$ cat config.mk
export PLATFORM = sky130hd
export DESIGN_NAME = uart8_rx_buffer
export DESIGN_NICKNAME = d
export VERILOG_FILES = /design/src/rtl/uart8_rx_buffer.sv
export SDC_FILE = /design/constraint.sdc
export NUM_CORES = 1
export LEC_CHECK = 0
export CAP_MARGIN = 0
export CELL_PAD_IN_SITES_DETAIL_PLACEMENT = 1
export CELL_PAD_IN_SITES_GLOBAL_PLACEMENT = 1
export CORE_UTILIZATION = 51
export DETAILED_ROUTE_END_ITERATION = 7
export PLACE_DENSITY = 0.91
export SYNTH_ARGS = -nofsm -noshare
export SYNTH_HDL_FRONTEND = slang
export SYNTH_SLANG_ARGS = --single-unit
$ cat constraint.sdc
create_clock -name clk -period 4.1 [get_ports clk]
set_input_delay 0.41 -clock clk [delete_from_list [all_inputs] [get_ports clk]]
set_output_delay 0.41 -clock clk [all_outputs]
set_load 0.005 [all_outputs]
$ cat src/rtl/uart8_rx_buffer.sv
// Byte FIFO behind an 8-bit UART receiver: edge-detects the receiver's done strobe,
// stores one byte per frame, presents the head byte first-word-fall-through.
module uart8_rx_buffer #(
  parameter  int DEPTH = 16,
  localparam int AW    = $clog2(DEPTH)
) (
  input  logic          clk,
  input  logic          reset,
  input  logic          rx_done,
  input  logic          rx_err,
  input  logic [7:0]    rx_data,
  input  logic          out_ready,
  output logic          out_valid,
  output logic [7:0]    out_data,
  output logic [AW:0]   count,
  output logic          full,
  output logic          overflow,
  output logic [7:0]    err_count,
  input  logic          clr_status
);

  // Write/read counters carry one extra wrap bit so count = writes - reads
  // distinguishes full from empty; the low AW bits are the pointers.
  logic          done_q, err_q;
  logic [AW:0]   wr_q, wr_d, rd_q, rd_d;
  logic          overflow_q, overflow_d;
  logic [7:0]    err_cnt_q, err_cnt_d;
  logic [7:0]    mem_q [DEPTH];
  logic          push_ev, err_ev, pop, wr_en, drop;

  assign count     = wr_q - rd_q;
  assign full      = (count == (AW+1)'(DEPTH));
  assign out_valid = (count != '0);
  assign out_data  = mem_q[rd_q[AW-1:0]];
  assign overflow  = overflow_q;
  assign err_count = err_cnt_q;

  always_comb begin
    // NOTE: every output of this block gets a default first, so no path leaves one unassigned (no latch).
    push_ev    = rx_done & ~done_q & ~rx_err;
    err_ev     = rx_err & ~err_q;
    pop        = out_valid & out_ready;
    wr_en      = push_ev & (~full | pop);
    drop       = push_ev & full & ~pop;
    wr_d       = wr_q + (AW+1)'(wr_en);
    rd_d       = rd_q + (AW+1)'(pop);
    overflow_d = overflow_q;
    err_cnt_d  = err_cnt_q;
    if (clr_status) begin
      overflow_d = 1'b0;
      err_cnt_d  = '0;
    end
    // Events override a same-cycle clear: a cleared counter restarts at 1.
    if (drop) overflow_d = 1'b1;
    if (err_ev && err_cnt_d != 8'hFF) err_cnt_d = err_cnt_d + 8'd1;
  end

  always_ff @(posedge clk or posedge reset) begin
    // NOTE: sequential state uses non-blocking assignments so every register samples pre-edge values.
    if (reset) begin
      // Edge detectors start high: a level already present at release is not an edge.
      done_q     <= 1'b1;
      err_q      <= 1'b1;
      wr_q       <= '0;
      rd_q       <= '0;
      overflow_q <= 1'b0;
      err_cnt_q  <= '0;
    end else begin
      done_q     <= rx_done;
      err_q      <= rx_err;
      wr_q       <= wr_d;
      rd_q       <= rd_d;
      overflow_q <= overflow_d;
      err_cnt_q  <= err_cnt_d;
    end
  end

  // NOTE: storage has no reset; emptiness is tracked by the counters, so stale contents are never presented.
  always_ff @(posedge clk) begin
    if (wr_en) mem_q[wr_q[AW-1:0]] <= rx_data;
  end

endmodule

# After elaboration in Yosys (flattened, before gate mapping)
# Memories as Yosys holds them, arrays and structs flattened.
# Cells that the tools add are included.
[word_totals]
regBits = 21
mem_bits_rw = 128
in_bits = 14
wordCells = 35
out_inout_bits = 24
memories = 1
[memory_table]
columns = ["name", "depth", "word_bits", "read_ports", "rd_ports_with_merged_regs", "write_ports", "line_no", "source"]
rows = [
  ["mem_q", 16, 8, 1, 0, 1, "28", "logic [7:0] mem_q [DEPTH];"],
]
[classes]
eq_ne = 2
n_addsub = 4
reduce_logical = 3
mux = 6
bitwise = 13
[ops]
columns = ["cell", "n"]
rows = [
  ["8-bit two-way mux", 2],
  ["5-bit by 1-bit adder with 5-bit output", 2],
  ["8-bit by 1-bit adder with 8-bit output, second input constant", 1],
  ["8-bit inequality test, second input constant", 1],
  ["1-bit bitwise AND", 7],
  ["5-bit equality test, second input constant", 1],
  ["1-bit inverter", 5],
  ["5-bit nonzero test", 1],
  ["5-bit subtractor", 1],
  ["1-bit two-way mux", 4],
  ["2-bit nonzero test", 1],
  ["1-bit logical AND", 1],
  ["1-bit bitwise OR", 1],
]

# Depth between registers and ports, before layout
[logic_depth]
ltp_word = 7
ltp_mapped = 14
mapped_depth_nobuf = 12

# Worst setup path after synthesis
# Ideal clock, no wire load.
[synth_path]
path_type = "register -> register"
from = "register rd_q[2]"
to = "memory mem_q[10][0] (enable)"
path_stages_with_launch = 11
synth_period_minus_slack_ns = 3.291
setup_slack_ns = 0.809
n_path_buf = 3
required_time_ns = 3.705
setup_time_ns = 0.395
arrival_time_ns = 2.897
path_cell_list = "dfrtp_1 buf_2 buf_2 inv_2 ha_1 xnor2_1 a211o_1 o31ai_2 nor3b_4 buf_6 nor4_1"
[synth_via]
elab_chain_cells = 7
elab_cells_between_ends = 9
classes_between = "add/sub: 1; eq/ne: 1; mux: 2; bitwise: 4; reduce/logical: 1"
[synth_lines]
columns = ["item", "line_no", "source"]
rows = [
  ["start: declaration", "25", "logic [AW:0] wr_q, wr_d, rd_q, rd_d;"],
  ["start signal: assignment", "72", "rd_q <= rd_d;"],
  ["5-bit subtractor (*)", "31", "assign count = wr_q - rd_q;"],
  ["named net count[2]", "15", "output logic [AW:0] count,"],
  ["5-bit nonzero test or 5-bit equality test (tied branches)", "33, 32", ""],
  ["1-bit bitwise AND or 1-bit inverter (tied branches)", "42, 43", ""],
  ["1-bit bitwise OR (*)", "43", "wr_en = push_ev & (~full | pop);"],
  ["1-bit bitwise AND (*)", "43", ""],
  ["1-bit two-way mux (*)", "80", "if (wr_en) mem_q[wr_q[AW-1:0]] <= rx_data;"],
  ["1-bit two-way mux (implied by the code) (*)", "80", ""],
  ["end: declaration", "28", ""],
]
# The timed path passes the listed nets; every way through them passes the cells marked *.

# Worst setup path in the final report
[layout_path]
from = "register wr_q[0]"
to = "output port full"
[layout_via]
elab_chain_cells = 2
[layout_lines]
columns = ["item", "line_no", "source"]
rows = [
  ["start: declaration", "25", ""],
  ["start signal: assignment", "71", "wr_q <= wr_d;"],
  ["5-bit subtractor", "31", ""],
  ["5-bit equality test", "32", "assign full = (count == (AW+1)'(DEPTH));"],
  ["end: declaration", "16", "output logic full,"],
]
# Every way passes these cells.

==> metrics.md <==
| Metric | Value |
|---|---|
| Vias | `3,427` |
| Unrepaired setup endpoints after global routing | `false` |
| Status | `finished, final reports clean` |
| Ys async rst share | `0.1409` |
| FF-to-FF End | `mem_q[7][5]` |
| Fin nets | `433` |
| Site row count | `39` |
| Startpoint Class | `register` |
| Maxcap violations | `0` |
| Longest Clk Path Bufs | `2` |
| Finished Layout Cells | `563` |
| Hold Path Sink | `err_q` |
| Vias in the first global route | `3,755` |
| Num CTS Buffers | `17` |
| Share of layout cells above drive strength 1 | `0.2119` |
| Post-CTS sizing | `0` |
| Period utilization | `0.8380` |
| Buf+Inv Stages, Crit Path | `3` |
| Leakage | `2.577 nW` |
| Area of the multi-input gates | `0.001654 mm2` |
| Post-Synthesis Cell Area | `0.006135 mm2` |
| Slew HR | `0.4302` |
| CTS Sinks | `149` |
| Setup Viol. Count Final | `0` |
| Final WL | `15,110 um` |
| CP delay by family, top | `adder cells` |
| Initial Util | `0.5305` |
| Post-synth cell types | `36` |
| Critical path peak fanout | `4` |
| Sum Neg Setup Slack | `0 ns` |
| Number of synthesized flops with an enable pin | `128` |
| Antenna viol nets, final | `0` |
| Post-Synthesis Cells | `347` |
| Final min period | `3.436 ns` |
| Top Ports | `38` |
| Ys Warns | `0` |
| Pin count of the biggest net entering global routing | `34` |
| Fillers | `981` |
| Gpl congestion | `0.7902` |
| Most frequent cells after synthesis | `edfxtp_1, nand2_1, mux4_2` |
| Global-route wire length before repair | `23,440 um` |
| Type of the worst setup path | `reg -> out` |
| Critical path's most frequent cell | `inv_1` |
| Slew Viols, Final | `0` |
| CP cell instances | `inv_1 > ha_1 > fa_1 > inv_1 > or3_1 > o31ai_2 > nor2b_1 > clkdlybuf4s50_1` |
| Final Hold Viols | `0` |
| Mapped Avg Cell Area | `17.68 um2` |
| Post-route DRC | `0` |
| Main flop type after synthesis | `edfxtp_1` |
| Worst-skew pair later-pin latency | `0.42 ns` |
| Total core area | `0.01156 mm2` |
| Die Ht | `111.7 um` |
| WP data arrival | `3.03 ns` |
| Area of the die | `0.01247 mm2` |
| Slowest cell on crit path | `fa_1` |
| CTS clock-pin slew for the worst setup and hold paths | `0.06 ns` |
| Iteration-0 DRC Markers | `257` |
| IO buf count | `37` |
| Area share of the largest cell type after synthesis | `0.6266` |
| Area contributors post-synth | `edfxtp_1, mux4_2, dfrtp_1` |
| PwrDens | `708.6 mW/mm2` |
| Reg2reg path depth | `9` |
| Hold Path Class | `in -> reg` |
| Syn_nets | `371` |
| Root Driver | `clkbuf_16` |
| Setup Skew | `0.009007 ns` |
| Peak supply drop | `0.3866 mV` |
| Synth Register Bits | `149` |
| Critical path endpoint category | `output pin` |
| R2R Path Start | `rd_q[3]` |
| Post-synth top area cell | `edfxtp_1` |
| Hold buffer count at cts | `0` |
| DR pass1 iterations | `4` |
| Tot GR Track Use | `0.2679` |
| GRT Residual Overflow | `0` |
| Layout Utilization | `0.6360` |
| Hold path cells | `1` |
| Startpoint of the worst hold path | `rx_err` |
| Worst slew pin tran | `0.8538 ns` |
| # diodes | `0` |
| Max Clk Rate | `291.0 MHz` |
| Req. time, crit path | `3.69 ns` |
| Post-synthesis sequential area ratio | `0.7126` |
| Layout Area Growth over Synthesis | `19.91%` |
| Post-CTS Setup Repair Bufs | `0` |
| CTS tree | `done` |
| Die Wd | `111.7 um` |
| Initial antenna violation count | `0` |
| FF-to-FF setup slack | `0.83 ns` |
| Mean routed wirelength per cell | `26.83 um` |
| Vias per cell | `6.087` |
| CTS H-tree depth | `4` |
| Cells after DPL | `533` |
| Post-DP HPWL | `9682 um` |
| Register Area | `0.004373 mm2` |
| Count leader, synth | `edfxtp_1` |
| Slowest cell delay on critical path | `0.52 ns` |
-- per-layer routing --
layer / up-vias / part of all wire / global-route usage
met3: 34 / 0.053 / 0.05825
met5: - / 0 / 0
met4: 0 / 0.033 / 0.1450
met2: 120 / 0.53 / 0.4505
met1: 1784 / 0.38 / 0.3252
li1: 1489 / - / -
-- metrics by stage --
stage	worst slack, ns	hold slack (ns)	area (um2)	power [W]
after CTS	0.6382	0.4407	7356	0.005254
after global routing	0.5519	0.4588	7356	0.005431
after global placement	1.105	0.4804	6764	0.003532
after floorplan	0.8086	0.3850	6135	0.002900
final	0.6641	0.4511	7356	0.005212
after detailed placement	0.9586	0.4866	6764	0.003641
-- where the power goes --
group	internal, W	switching [W]	total (W)
logic	0.000859	0.000932	0.00179
clock network	0.00100	0.000580	0.00158
registers	0.00174	0.000105	0.00184
total	0.00360	0.00162	0.00521
-- cells by family (layout without fill, tap and decap cells) --
| logic type | after synthesis | in the layout | synth area share |
|---|---|---|---|
| AOI/OAI and AO/OA | 14 | 14 | 0.01897 |
| DFF | 149 | 149 | 0.7126 |
| buffers and inverters | 24 | 97 | 0.01876 |
| and+or+nand+nor | 100 | 100 | 0.08444 |
| xor gates and xnor gates | 17 | 17 | 0.02427 |
| muxes | 33 | 33 | 0.1193 |
| adders and majority gates | 10 | 10 | 0.02162 |
-- how the worst max path moves through the flow --
stage	startpoint	to	slack, ns	depth (start not counted)
3_5_place_dp	rd_q[3]	mem_q[7][5]	0.96	9
6_report	wr_q[0]	full	0.66	8
4_1_cts	wr_q[0]	full	0.64	8
5_1_grt	wr_q[0]	full	0.55	8
3_3_place_gp	wr_q[0]	wr_q[4]	1.11	13
2_1_floorplan	rd_q[2]	mem_q[10][0]	0.81	10
-- flip-flops by register name (all words and copies together) (netlist names) --
register and cells:
mem_q 128, overflow 1, rd_q 5, err_q 1, done_q 1, err_count 8
wr_q 5
-- final cells by class --
class | count | area share
inverters | 10 | 0.005103
repair buffers | 57 | 0.07076
flip-flops and latches | 149 | 0.5945
well taps | 143 | 0.02432
multi-input cells | 174 | 0.2249
clock buffers | 18 | 0.05834
clock inverters | 12 | 0.02211
-- placed cells by master (no fill, tap or decap), drive strengths merged, types with 2 or more instances in the layout --
cell type	count
a21oi	2
clkinv	7
dfrtp	19
nand3	5
bufinv	4
a31oi	8
and3	9
nor2b	7
mux4	32
xnor2	10
dfstp	2
clkdlybuf4s50	37
inv	10
buf	20
nor2	7
xor2	7
nor4	16
and4b	2
clkbuf	18
nand4	4
ha	9
nand2	42
nand2b	3
edfxtp	128
Note: power is estimated with default switching activity, not from simulation.
